[config.mk]
export PLATFORM = sky130hd
export DESIGN_NAME = hazard_scoreboard_unit_flat
export DESIGN_NICKNAME = d
export VERILOG_FILES = /design/src/rtl/hazard_scoreboard_unit_if.sv /design/src/rtl/hazard_scoreboard_unit.sv /design/src/flat_wrapper.sv
export SDC_FILE = /design/constraint.sdc
export NUM_CORES = 1
export LEC_CHECK = 0
export CAP_MARGIN = 10
export CORE_MARGIN = 3
export CORE_UTILIZATION = 30
export CTS_BUF_LIST = sky130_fd_sc_hd__clkbuf_8 sky130_fd_sc_hd__clkbuf_16
export DETAILED_ROUTE_END_ITERATION = 6
export GPL_ROUTABILITY_DRIVEN = 0
export PLACE_DENSITY = 0.58
export SETUP_SLACK_MARGIN = 0.2
export SYNTH_ARGS = -nofsm -noshare
export SYNTH_HDL_FRONTEND = slang
export SYNTH_SLANG_ARGS = --single-unit
[constraint.sdc]
create_clock -name clk_i -period 3.7 [get_ports clk_i]
set_input_delay 0.37 -clock clk_i [delete_from_list [all_inputs] [get_ports clk_i]]
set_output_delay 0.37 -clock clk_i [all_outputs]
set_load 0.01 [all_outputs]
[src/rtl/hazard_scoreboard_unit_if.sv]
// ID-stage hazard bundle: instruction fields in, pipeline enables out.
interface hazard_scoreboard_unit_if #(
    parameter int REG_ADDR_W = 5
);
    logic                  Freeze;
    logic                  IDValid;
    logic [REG_ADDR_W-1:0] IDRs;
    logic [REG_ADDR_W-1:0] IDRt;
    logic                  IDUsesRs;
    logic                  IDUsesRt;
    logic [REG_ADDR_W-1:0] IDDest;
    logic                  IDRegWrite;
    logic                  IDMemRead;
    logic                  IDIsBranch;
    logic                  BranchTaken;
    logic                  IDIsMulDiv;
    logic                  IDUsesHiLo;
    logic                  PCWriteEnable;
    logic                  IFIDWriteEnable;
    logic                  IDEXFlush;
    logic                  IFIDFlush;
    logic                  Branch;
    logic                  Stall;
    logic [31:0]           StallCycles;

    modport master (
        output Freeze, IDValid, IDRs, IDRt, IDUsesRs, IDUsesRt,
        output IDDest, IDRegWrite, IDMemRead, IDIsBranch,
        output BranchTaken, IDIsMulDiv, IDUsesHiLo,
        input  PCWriteEnable, IFIDWriteEnable, IDEXFlush,
        input  IFIDFlush, Branch, Stall, StallCycles
    );

    modport slave (
        input  Freeze, IDValid, IDRs, IDRt, IDUsesRs, IDUsesRt,
        input  IDDest, IDRegWrite, IDMemRead, IDIsBranch,
        input  BranchTaken, IDIsMulDiv, IDUsesHiLo,
        output PCWriteEnable, IFIDWriteEnable, IDEXFlush,
        output IFIDFlush, Branch, Stall, StallCycles
    );
endinterface

[src/rtl/hazard_scoreboard_unit.sv]
// Countdown-scoreboard hazard unit for ID-stage stalls and branch redirect.
// Define HAZ_PERF_CNT_EN to build the saturating stall-cycle counter.
module hazard_scoreboard_unit #(
    parameter int REG_COUNT      = 32,
    parameter int REG_ADDR_W     = 5,
    parameter int ALU_LATENCY    = 1,
    parameter int LOAD_LATENCY   = 2,
    parameter int MULDIV_LATENCY = 8
) (
    input logic clk_i,
    input logic rst_ni,
    hazard_scoreboard_unit_if.slave bus
);
    localparam int CW = $clog2(LOAD_LATENCY + 1);
    localparam int HW = $clog2(MULDIV_LATENCY + 1);

    logic [CW-1:0] cnt_q [1:REG_COUNT-1];
    logic [CW-1:0] cnt_d [1:REG_COUNT-1];
    logic [HW-1:0] hilo_q;
    logic [HW-1:0] hilo_d;

    logic [CW-1:0] rs_cnt;
    logic [CW-1:0] rt_cnt;
    logic          rs_haz;
    logic          rt_haz;
    logic          hilo_haz;
    logic          stall;
    logic          issue;
    logic          branch;

    always_comb begin
        rs_cnt = '0;
        rt_cnt = '0;
        for (int r = 1; r < REG_COUNT; r++) begin
            if (bus.IDRs == REG_ADDR_W'(r)) rs_cnt = cnt_q[r];
            if (bus.IDRt == REG_ADDR_W'(r)) rt_cnt = cnt_q[r];
        end
    end

    // Branches compare in ID, so they cannot use the EX forward path.
    assign rs_haz = bus.IDUsesRs & (bus.IDRs != '0) &
                    (bus.IDIsBranch ? (rs_cnt != '0) : (rs_cnt > CW'(1)));
    assign rt_haz = bus.IDUsesRt & (bus.IDRt != '0) &
                    (bus.IDIsBranch ? (rt_cnt != '0) : (rt_cnt > CW'(1)));
    assign hilo_haz = (bus.IDUsesHiLo | bus.IDIsMulDiv) & (hilo_q != '0);

    assign stall  = bus.IDValid & ~bus.Freeze & (rs_haz | rt_haz | hilo_haz);
    assign issue  = bus.IDValid & ~stall & ~bus.Freeze;
    assign branch = ~bus.Freeze & bus.IDValid & bus.IDIsBranch &
                    bus.BranchTaken & ~stall;

    assign bus.Stall           = stall;
    assign bus.PCWriteEnable   = ~bus.Freeze & ~stall;
    assign bus.IFIDWriteEnable = ~bus.Freeze & ~stall;
    assign bus.IDEXFlush       = stall;
    assign bus.Branch          = branch;
    assign bus.IFIDFlush       = branch;

    always_comb begin
        hilo_d = hilo_q;
        for (int r = 1; r < REG_COUNT; r++) begin
            cnt_d[r] = cnt_q[r];
        end
        if (!bus.Freeze) begin
            for (int r = 1; r < REG_COUNT; r++) begin
                if (cnt_q[r] != '0) cnt_d[r] = cnt_q[r] - 1'b1;
                if (issue && bus.IDRegWrite &&
                    bus.IDDest == REG_ADDR_W'(r)) begin
                    cnt_d[r] = bus.IDMemRead ? CW'(LOAD_LATENCY)
                                             : CW'(ALU_LATENCY);
                end
            end
            if (hilo_q != '0) hilo_d = hilo_q - 1'b1;
            if (issue && bus.IDIsMulDiv) hilo_d = HW'(MULDIV_LATENCY);
        end
    end

    always_ff @(posedge clk_i or negedge rst_ni) begin
        if (!rst_ni) begin
            for (int r = 1; r < REG_COUNT; r++) begin
                cnt_q[r] <= '0;
            end
            hilo_q <= '0;
        end else begin
            for (int r = 1; r < REG_COUNT; r++) begin
                cnt_q[r] <= cnt_d[r];
            end
            hilo_q <= hilo_d;
        end
    end

`ifdef HAZ_PERF_CNT_EN
    logic [31:0] perf_q;

    always_ff @(posedge clk_i or negedge rst_ni) begin
        if (!rst_ni) begin
            perf_q <= '0;
        end else if (stall && perf_q != 32'hFFFF_FFFF) begin
            perf_q <= perf_q + 32'd1;
        end
    end

    assign bus.StallCycles = perf_q;
`else
    assign bus.StallCycles = '0;
`endif
endmodule

[src/flat_wrapper.sv]
// flat-port wrapper written by rule: the top's interface ports become plain ports
module hazard_scoreboard_unit_flat 
#(
    parameter int REG_COUNT      = 32,
    parameter int REG_ADDR_W     = 5,
    parameter int ALU_LATENCY    = 1,
    parameter int LOAD_LATENCY   = 2,
    parameter int MULDIV_LATENCY = 8
)
  (clk_i, rst_ni, bus_Freeze, bus_IDValid, bus_IDRs, bus_IDRt, bus_IDUsesRs, bus_IDUsesRt, bus_IDDest, bus_IDRegWrite, bus_IDMemRead, bus_IDIsBranch, bus_BranchTaken, bus_IDIsMulDiv, bus_IDUsesHiLo, bus_PCWriteEnable, bus_IFIDWriteEnable, bus_IDEXFlush, bus_IFIDFlush, bus_Branch, bus_Stall, bus_StallCycles);
  hazard_scoreboard_unit_if #(.REG_ADDR_W(REG_ADDR_W)) bus_i ();
  input logic clk_i;
  input logic rst_ni;
  input wire logic [$bits(bus_i.Freeze)-1:0] bus_Freeze;
  input wire logic [$bits(bus_i.IDValid)-1:0] bus_IDValid;
  input wire logic [$bits(bus_i.IDRs)-1:0] bus_IDRs;
  input wire logic [$bits(bus_i.IDRt)-1:0] bus_IDRt;
  input wire logic [$bits(bus_i.IDUsesRs)-1:0] bus_IDUsesRs;
  input wire logic [$bits(bus_i.IDUsesRt)-1:0] bus_IDUsesRt;
  input wire logic [$bits(bus_i.IDDest)-1:0] bus_IDDest;
  input wire logic [$bits(bus_i.IDRegWrite)-1:0] bus_IDRegWrite;
  input wire logic [$bits(bus_i.IDMemRead)-1:0] bus_IDMemRead;
  input wire logic [$bits(bus_i.IDIsBranch)-1:0] bus_IDIsBranch;
  input wire logic [$bits(bus_i.BranchTaken)-1:0] bus_BranchTaken;
  input wire logic [$bits(bus_i.IDIsMulDiv)-1:0] bus_IDIsMulDiv;
  input wire logic [$bits(bus_i.IDUsesHiLo)-1:0] bus_IDUsesHiLo;
  output wire logic [$bits(bus_i.PCWriteEnable)-1:0] bus_PCWriteEnable;
  output wire logic [$bits(bus_i.IFIDWriteEnable)-1:0] bus_IFIDWriteEnable;
  output wire logic [$bits(bus_i.IDEXFlush)-1:0] bus_IDEXFlush;
  output wire logic [$bits(bus_i.IFIDFlush)-1:0] bus_IFIDFlush;
  output wire logic [$bits(bus_i.Branch)-1:0] bus_Branch;
  output wire logic [$bits(bus_i.Stall)-1:0] bus_Stall;
  output wire logic [$bits(bus_i.StallCycles)-1:0] bus_StallCycles;
  assign bus_i.Freeze = bus_Freeze;
  assign bus_i.IDValid = bus_IDValid;
  assign bus_i.IDRs = bus_IDRs;
  assign bus_i.IDRt = bus_IDRt;
  assign bus_i.IDUsesRs = bus_IDUsesRs;
  assign bus_i.IDUsesRt = bus_IDUsesRt;
  assign bus_i.IDDest = bus_IDDest;
  assign bus_i.IDRegWrite = bus_IDRegWrite;
  assign bus_i.IDMemRead = bus_IDMemRead;
  assign bus_i.IDIsBranch = bus_IDIsBranch;
  assign bus_i.BranchTaken = bus_BranchTaken;
  assign bus_i.IDIsMulDiv = bus_IDIsMulDiv;
  assign bus_i.IDUsesHiLo = bus_IDUsesHiLo;
  assign bus_PCWriteEnable = bus_i.PCWriteEnable;
  assign bus_IFIDWriteEnable = bus_i.IFIDWriteEnable;
  assign bus_IDEXFlush = bus_i.IDEXFlush;
  assign bus_IFIDFlush = bus_i.IFIDFlush;
  assign bus_Branch = bus_i.Branch;
  assign bus_Stall = bus_i.Stall;
  assign bus_StallCycles = bus_i.StallCycles;
  hazard_scoreboard_unit #(.REG_COUNT(REG_COUNT), .REG_ADDR_W(REG_ADDR_W), .ALU_LATENCY(ALU_LATENCY), .LOAD_LATENCY(LOAD_LATENCY), .MULDIV_LATENCY(MULDIV_LATENCY)) u_core (.clk_i(clk_i), .rst_ni(rst_ni), .bus(bus_i));
endmodule
==> results of run 1 <==
[how the worst max path moves through the flow]
stage | from | to | depth (start not counted) | slack [ps]
5_1_grt | bus_IDRs[2] | bus_IFIDWriteEnable | 15 | 150
6_report | bus_IDRs[1] | bus_Branch | 12 | 310
3_5_place_dp | bus_IDRs[0] | bus_IFIDWriteEnable | 13 | -230
3_3_place_gp | bus_IDRs[0] | bus_IDEXFlush | 12 | -230
4_1_cts | bus_IDRt[0] | bus_Branch | 13 | 200
2_1_floorplan | bus_IDRs[1] | bus_PCWriteEnable | 13 | 430
[per-stage QoR]
stage	setup WS (ps)	instances	util, %
after global routing	147	1350	37.0
after global placement	-234	1329	35.3
after detailed placement	-226	1329	35.3
after CTS	204	1348	36.6
final	309	1350	37.0
after floorplan	429	973	-
[power by group]
group	switching (mW)	internal (mW)	leakage [nW]	total [mW]
sequential	0.583	1.10	0.747	1.68
clock	0.365	0.471	0.131	0.836
combinational	1.46	1.31	2.68	2.78
[synth_stat cells, types with 15 or more instances]
library cell,n,area (µm²)
a211oi_1,28,210
a21oi_1,34,170
a221oi_1,18,158
buf_4,37,278
clkbuf_1,34,128
dfrtp_1,66,1650
ha_1,33,413
inv_1,68,255
nand2_1,78,293
nand2b_1,22,138
nand3_1,15,75.1
nand4_1,15,93.8
nor2_1,69,259
nor2b_1,59,369
nor3_1,43,215
nor3b_1,25,188
o21ai_0,28,140
o21ai_1,24,120
o221a_1,20,225
[logic make-up after synthesis]
family | share of synthesized area, %
xor+xnor | 0.120
compound gates | 27.6
simple gates | 30.3
fa+ha+maj | 5.68
mux | 1.43
flops | 22.7
other cells | 0.0516
buf+inv | 12.1
[critical path, stage by stage]
cell and delay (ps):
clkdlybuf4s50_1 500, buf_12 150, buf_4 180, mux2i_1 260
a22oi_1 100, o221ai_1 270, a211oi_2 130, a211oi_2 260
o22a_1 280, nand3_2 140, nor3_2 200, clkbuf_2 160
[routing by layer]
metal | GRT usage [%] | share of wire [%] | vias to the layer above
met5 | 0 | 0 | -
met4 | 5.93 | 2.6 | 0
met1 | 28.6 | 45 | 3673
met2 | 29.3 | 43 | 386
met3 | 3.60 | 9.7 | 54
li1 | - | - | 3595
[cell usage in the layout (no fill, tap or decap), types with 7 or more instances in the layout]
cell and n:
a211oi_1 24, a21oi_1 32, a221oi_1 16, a2bb2oi_1 7
a31oi_1 12, buf_12 7, buf_4 101, clkbuf_16 10
clkdlybuf4s50_1 22, conb_1 32, dfrtp_1 66, ha_1 33
inv_1 68, mux2i_1 7, nand2_1 78, nand2b_1 22
nand3_1 14, nand4_1 15, nor2_1 67, nor2b_1 59
nor3_1 42, nor3b_1 25, nor4_1 9, o21ai_0 28
o21ai_1 24, o221a_1 20, o221a_2 9, o22ai_1 8
o32a_1 12, or2_2 11, or4_4 14
[sequential cells by signal (all words and copies together), names as in the netlist]
signal	cells
u_core.hilo_q	4
u_core.cnt_q	62
[cell type report]
| class | instances | area share [%] |
|---|---|---|
| multi-input combinational | 736 | 56.6 |
| sequential | 66 | 18.8 |
| timing repair buffer | 141 | 13.7 |
| tap | 319 | 4.55 |
| inverter | 72 | 3.08 |
| clock buffer | 10 | 2.73 |
| clock inverter | 6 | 0.471 |
[repair_timing]
action | CTS | global route
setup endpoints to repair | 6 | 12
hold buffers | 0 | 0
gates cloned | 0 | 1
setup buffers | 3 | 1
pin swaps | 4 | 2
gates resized for setup | 19 | 25
==> metrics.cfg, run 1 <==
[run_status]
outcome=completed

[worst_setup_path]
cp-end-kind=output port
r2r_start=u_core.cnt_q[38]
r2r_setup_slack_ps=650
timing.rr.end=u_core.cnt_q[24]
r2r_cells=10
crit_type=in -> out
path_max_fanout=13
cp-start-kind=input port
cp.arrival_ps=3020
required_ps=3330

[finish]
final_area_um2=8770
antenna_cells=0
fin_nets=1086
drive_gt1_share_pct=19.3
syn_to_final_growth_pct=20.5
fill_cells=2521
multi_input_area_um2=4960
ff_latch_area_um2=1650

[floorplanning]
start_util_pct=30.7
rows=56
die_area_um2=26200
pin_count=65
die_x_um=162
core_um2=23700
die_y_um=162

[sta]
finalSetupViolCount=0
period_share_pct=91.6
skew_ps=7.48
final-hold-violation-count=0
slew_viol_final=0
tns_ps=0
max_clock_freq_mhz=295
worstMarginPinSlew_ps=935
whs_ps=3.50
rsz0062_at_grt=true
fin_crit_ps=3390
relSlewSlack_pct=37.5

[clock_tree]
cts_htree_levels=3
worstSkewPairLatency_ps=360
clk_pin_slew_worst_paths_ps=60
cts.sinks=66
numCtsBuffers=9
cts_tree=done
root_buffer=clkbuf_16
cts_buffer_depth=2

[synth]
synthesis.area_um2=7270
synth_ff_type=dfrtp_1
avgSynthCellArea_um2=7.72
ys_seq_area_share_pct=22.7
synth-async-reset-ratio_pct=100
synth_edf_count=0
yosysWarnings=0
postSynthCellCount=942
ys_ff_latch=66
yosysUniqueCellTypes=85

[route]
drc=0
dr.pass1.iters=6
wl_per_cell_um=19.4
postRouteAntennaNets=0
finalWirelength_mm=26.2
drt_iter0_drc=816
num_vias=7708
vias_per_cell=5.71

[place]
io_buffers=32
hpwlAfterDp_mm=19.9
postPlaceCellArea_um2=8360

[grt]
grt_usage_pct=19.6
grt_overflow=0
grt_max_degree=81
antenna_found_initial=0
grt_pass1_vias=6890
grt_pass1_wl_mm=39.8

[job]
drv_cap=0

[power_and_ir_drop]
p_leak_nw=3.56
finalPower_mw=5.30
power-per-cell-area_nw_per_um2=604
peakVddDrop_uv=277

[hold_path]
holdCritPathClass=in -> async

Power figures use the tool's default switching activity.
==> run 2: changes to the inputs <==
clock period = 3.6 ns   (was 3.7 ns; I/O delays follow)
==> run 2 against run 1 <==
Clock skew about the same. Clock power rose by 21%. Global-route usage is 0.23 points higher.
==> metrics.cfg, run 2 (synthesis results as in run 1) <==
[finish]
fill_cells=2442  ; -3.1%
fin_nets=1097  ; +1.0%
final_area_um2=9120  ; +4.0%
reg_top3=u_core.cnt_q x62, u_core.hilo_q x4
antenna_cells=0  ; unchanged
drive_gt1_share_pct=21.6  ; +2.3 points
final_common_cell=buf_4
mostFrequentLayoutCells=buf_4, nand2_1, inv_1, nor2_1, dfrtp_1
syn_to_final_growth_pct=25.4
largest_reg_flops=62  ; unchanged
top_register=u_core.cnt_q

[sta]
fin_crit_ps=3290
final-hold-violation-count=0  ; unchanged
worstMarginPinSlew_ps=959  ; +24.5 ps
period_share_pct=91.4
max_clock_freq_mhz=304
rsz0062_at_grt=false
whs_ps=479  ; +476 ps
relSlewSlack_pct=35.9  ; -1.6 points
finalSetupViolCount=0  ; unchanged
skew_ps=7.44  ; -0.0392 ps
setup_slack_ps=311  ; +1.17 ps
slew_viol_final=0  ; unchanged

[worst_setup_path]
crit_type=in -> out
required_ps=3240  ; -90 ps
r2r_start=u_core.cnt_q[38]
cp-end-kind=output port
cp.arrival_ps=2930  ; -90 ps
crit_start=bus_IDRs[3]
cp-start-kind=input port
path_max_fanout=6  ; -7

[clock_tree]
cts.sinks=66  ; unchanged
cts_tree=done
cts_buffer_depth=2  ; unchanged
cts_htree_levels=3  ; unchanged
numCtsBuffers=9  ; unchanged
clk_pin_slew_worst_paths_ps=60  ; about the same
worstSkewPairLatency_ps=360  ; about the same
root_buffer=clkbuf_16

[run_status]
outcome=completed

[hold_path]
holdCritPathClass=in -> reg
hp-start=bus_Freeze

[power_and_ir_drop]
power-per-cell-area_nw_per_um2=623  ; +3.2%
peakVddDrop_uv=284  ; +2.5%
p_leak_nw=3.75  ; +5.4%
finalPower_mw=5.68  ; +7.3%

[route]
dr.pass1.iters=7  ; +1
drt_iter0_drc=900  ; +10%
vias_per_cell=5.75  ; +0.77%
drc=0  ; unchanged
postRouteAntennaNets=0  ; unchanged
num_vias=7831  ; +1.6%
wl_per_cell_um=20.0  ; +3.0%
finalWirelength_mm=27.2  ; +3.8%

[job]
drv_cap=0  ; unchanged

[grt]
antenna_found_initial=0  ; unchanged
grt_pass1_wl_mm=40.5  ; +1.8%
grt_overflow=0  ; unchanged
grt_max_degree=75  ; -7.4%
grt_usage_pct=19.8  ; +0.23 points
grt_pass1_vias=7128  ; +3.5%

[floorplanning]
die_x_um=162  ; unchanged
core_um2=23700  ; unchanged
pin_count=65  ; unchanged
start_util_pct=30.7  ; unchanged
rows=56  ; unchanged
die_y_um=162  ; unchanged
die_area_um2=26200  ; unchanged

[place]
postPlaceCellArea_um2=8420  ; +0.75%
hpwlAfterDp_mm=20.3  ; +1.9%
dp_slack_ps=-285  ; -59.5 ps
io_buffers=32  ; unchanged

==> run 2: cell count changes in the layout (fill, tap and decap cells not counted), moves of 4 or more <==
cell             previous run  this run
buf_6                       0         4
buf_4                     101       105
dlymetal6s2s_1              1         7
clkbuf_2                    4         0
clkdlybuf4s15_2             0         4
clkdlybuf4s50_1            22        16
==> run 2: layout make-up <==
type	instances	area, µm²	area share [%]
clock buffers	9	225	2.47
clock inverters	7	100	1.10
inverters	72	270	2.96
multi-input cells	736	5110	56.0
flip-flops and latches	66	1650	18.1
well taps	319	399	4.38
repair buffers	152	1370	15.0
==> run 2: repair_timing <==
item / 4_1_cts / 5_1_grt
pin swaps: 6 / 14
hold endpoints to repair: 16 / 0
cloned: 0 / 4
resized for setup: 30 / 49
hold buffers: 1 / 0
endpoints found under the setup margin: 6 / 11
buffers inserted: 0 / 1
==> run 2: routing by layer <==
layer	part of all wire, %	global-route usage (%)	wire length, µm
met1	44	28.0	12100
met3	9.4	4.72	2570
met5	0	0	0
met4	3.9	7.33	1070
met2	42	29.4	11500
==> run 2: worst max-delay path, cell delays in order <==
cell and delay [ps]:
clkdlybuf4s50_1 510, buf_4 210, buf_4 140, nor2_1 180, o221ai_1 190, a211oi_2 320, a211oi_2 90, o22ai_2 190
nor2_1 60, buf_4 160, a21oi_4 170, buf_4 130, clkdlybuf4s15_2 210
==> run 2: power breakdown <==
part           internal (mW)  switching [mW]  total [mW]  leakage (nW)
Sequential              1.13           0.611        1.74         0.747
Clock                  0.613           0.394        1.01         0.160
Combinational           1.38            1.55        2.94          2.84
==> run 2: path summary, 6_finish.rpt <==
path | end | slack (ps) | cells past startpoint
min | u_core.cnt_q[27] | 480 | 2
max reg2reg | u_core.cnt_q[41] | 440 | 10
min in group asynchronous | u_core.cnt_q[52] | 490 | 2
min reg2reg | u_core.hilo_q[2] | 510 | 1
max in group asynchronous | u_core.cnt_q[14] | 2350 | 3
max | bus_IDEXFlush | 310 | 13
==> run 2: metrics by stage <==
| stage | TNS [ps] | std cells | utilization [%] |
|---|---|---|---|
| 6_report | 0 | 1361 | 38.5 |
| 5_1_grt | 0 | 1361 | 38.5 |
| 3_3_place_gp | -1450 | 1339 | 35.6 |
| 2_1_floorplan | 0 | 973 | - |
| 4_1_cts | 0 | 1356 | 37.2 |
| 3_5_place_dp | -1370 | 1339 | 35.6 |
==> run 3: changes to the inputs <==
ABC_CLOCK_PERIOD_IN_PS = 3600   (was not set)
TNS_END_PERCENT = 20   (was not set)
==> run 3 against run 2 <==
Core utilization decreased by 0.22 points. Setup slack worse by 28 ps. Combinational power barely moved. Highest routed layer unchanged. Non-clock buffer count grew 1. Global-route usage about the same. Critical path depth is the same. Cell count barely moved.
==> metrics.cfg, run 3 (synthesis results as in run 1) <==
[clock_tree]
root_buffer=clkbuf_16
cts.sinks=66  ; unchanged
cts_buffer_depth=2  ; unchanged
worstSkewPairLatency_ps=360  ; about the same
clk_pin_slew_worst_paths_ps=60  ; about the same
cts_htree_levels=3  ; unchanged
cts_tree=done
numCtsBuffers=9  ; unchanged

[finish]
largest_reg_flops=62  ; unchanged
final_core_util_pct=38.3  ; -0.22 points
syn_to_final_growth_pct=24.7
final_common_cell=buf_4
fill_cells=2459  ; +0.70%
fin_nets=1098  ; +0.091%
drive_gt1_share_pct=21.0  ; -0.60 points
antenna_cells=0  ; unchanged
final_area_um2=9070  ; -0.56%
reg_top3=u_core.cnt_q x62, u_core.hilo_q x4
mostFrequentLayoutCells=buf_4, nand2_1, nor2_1
top_register=u_core.cnt_q

[grt]
antenna_found_initial=0  ; unchanged
grt_usage_pct=19.8  ; about the same
grt_pass1_wl_mm=40.5  ; about the same
grt_pass1_vias=7127  ; -0.014%
grt_overflow=0  ; unchanged
grt_max_degree=75  ; unchanged

[worst_setup_path]
crit_type=in -> out
path_max_fanout=6  ; unchanged
cp.arrival_ps=2960  ; +30 ps
cp-end-kind=output port
required_ps=3240  ; about the same
cp-start-kind=input port

[sta]
worstMarginPinSlew_ps=997  ; +37.7 ps
rsz0062_at_grt=false
period_share_pct=92.2  ; +0.78 points
slew_viol_final=0  ; unchanged
max_clock_freq_mhz=301  ; -0.85%
fin_crit_ps=3320  ; +28.1 ps
final-hold-violation-count=0  ; unchanged
skew_ps=5.78  ; -1.66 ps
relSlewSlack_pct=33.4  ; -2.5 points
finalSetupViolCount=0  ; unchanged

[floorplanning]
die_y_um=162  ; unchanged
die_x_um=162  ; unchanged
pin_count=65  ; unchanged
start_util_pct=30.7  ; unchanged
die_area_um2=26200  ; unchanged
rows=56  ; unchanged
core_um2=23700  ; unchanged

[route]
finalWirelength_mm=27.4  ; +0.65%
vias_per_cell=5.77  ; +0.21%
drt_iter0_drc=859  ; -4.6%
postRouteAntennaNets=0  ; unchanged
num_vias=7853  ; +0.28%
dr.pass1.iters=6  ; -1
wl_per_cell_um=20.1  ; +0.58%
drc=0  ; unchanged

[job]
drv_cap=0  ; unchanged

[power_and_ir_drop]
finalPower_mw=5.68  ; about the same
power-per-cell-area_nw_per_um2=626  ; +0.47%
peakVddDrop_uv=285  ; +0.65%
p_leak_nw=3.74  ; -0.24%

[run_status]
outcome=completed

[place]
postPlaceCellArea_um2=8420  ; unchanged
hpwlAfterDp_mm=20.3  ; unchanged
io_buffers=32  ; unchanged

[hold_path]
holdCritPathClass=in -> reg

-- run 3: changes by cell type in the layout (fill, tap and decap cells not counted), sizes merged --
cell / before / now
inv: 71 / 70
clkbuf: 12 / 14
buf: 120 / 121
clkinvlp: 0 / 2
clkinv: 6 / 5
clkdlybuf4s15: 4 / 2
-- run 3: routing by layer --
metal	GRT usage, %	vias up	part of all wire, %
li1	-	3619	-
met1	28.0	3776	44
met2	29.3	385	42
met3	4.72	73	9.6
met4	7.33	0	4.0
met5	0	-	0
-- run 3: stage by stage --
step                      worst slack [ps]  hold WS (ps)  setup TNS, ps  cells
after global placement                -323           342          -1450   1339
final                                  283           459              0   1362
after CTS                              185           459              0   1356
after global routing                   205           484              0   1362
after detailed placement              -285           339          -1370   1339
after floorplan                        349          64.4              0    973
-- run 3: area by class of cell --
| class | instances | area, µm² | area share [%] |
|---|---|---|---|
| repair buffers | 153 | 1370 | 15.1 |
| multi-input cells | 736 | 5040 | 55.6 |
| flip-flops and latches | 66 | 1650 | 18.2 |
| inverters | 72 | 278 | 3.06 |
| clock inverters | 7 | 100 | 1.10 |
| clock buffers | 9 | 225 | 2.48 |
| well taps | 319 | 399 | 4.40 |
-- run 3: worst max-delay path, cell delays in order --
cell             delay [ps]
clkdlybuf4s50_1         510
buf_4                   210
nand4b_1                160
a21boi_0                360
a21oi_1                  80
a21oi_1                 290
a31oi_2                  90
o22ai_2                 170
nor2_1                   60
buf_4                   160
a21oi_4                 160
buf_4                   130
clkdlybuf4s15_2         210
-- run 3: worst paths after layout --
check / from / end / slack, ps / depth (start not counted)
min in group asynchronous: rst_ni / u_core.cnt_q[52] / 490 / 2
max in group asynchronous: rst_ni / u_core.cnt_q[14] / 2360 / 3
worst max-delay path: bus_IDRs[3] / bus_IDEXFlush / 280 / 13
worst min-delay path: bus_Freeze / u_core.cnt_q[27] / 460 / 2
worst max register to register: u_core.cnt_q[38] / u_core.cnt_q[4] / 440 / 9
worst min register to register: u_core.hilo_q[2] / u_core.hilo_q[2] / 510 / 1
-- run 3: what timing repair did --
| action | 4_1_cts | 5_1_grt |
|---|---|---|
| gates cloned | 0 | 4 |
| hold buffers | 1 | 0 |
| resized for setup | 27 | 46 |
| pin swaps | 5 | 15 |
| hold endpoints to repair | 16 | 0 |
| setup endpoints to repair | 6 | 9 |
| setup buffers | 0 | 2 |
-- run 3: power by group --
group | internal (mW) | switching (mW)
sequential | 1.13 | 0.622
clock | 0.613 | 0.401
combinational | 1.37 | 1.54
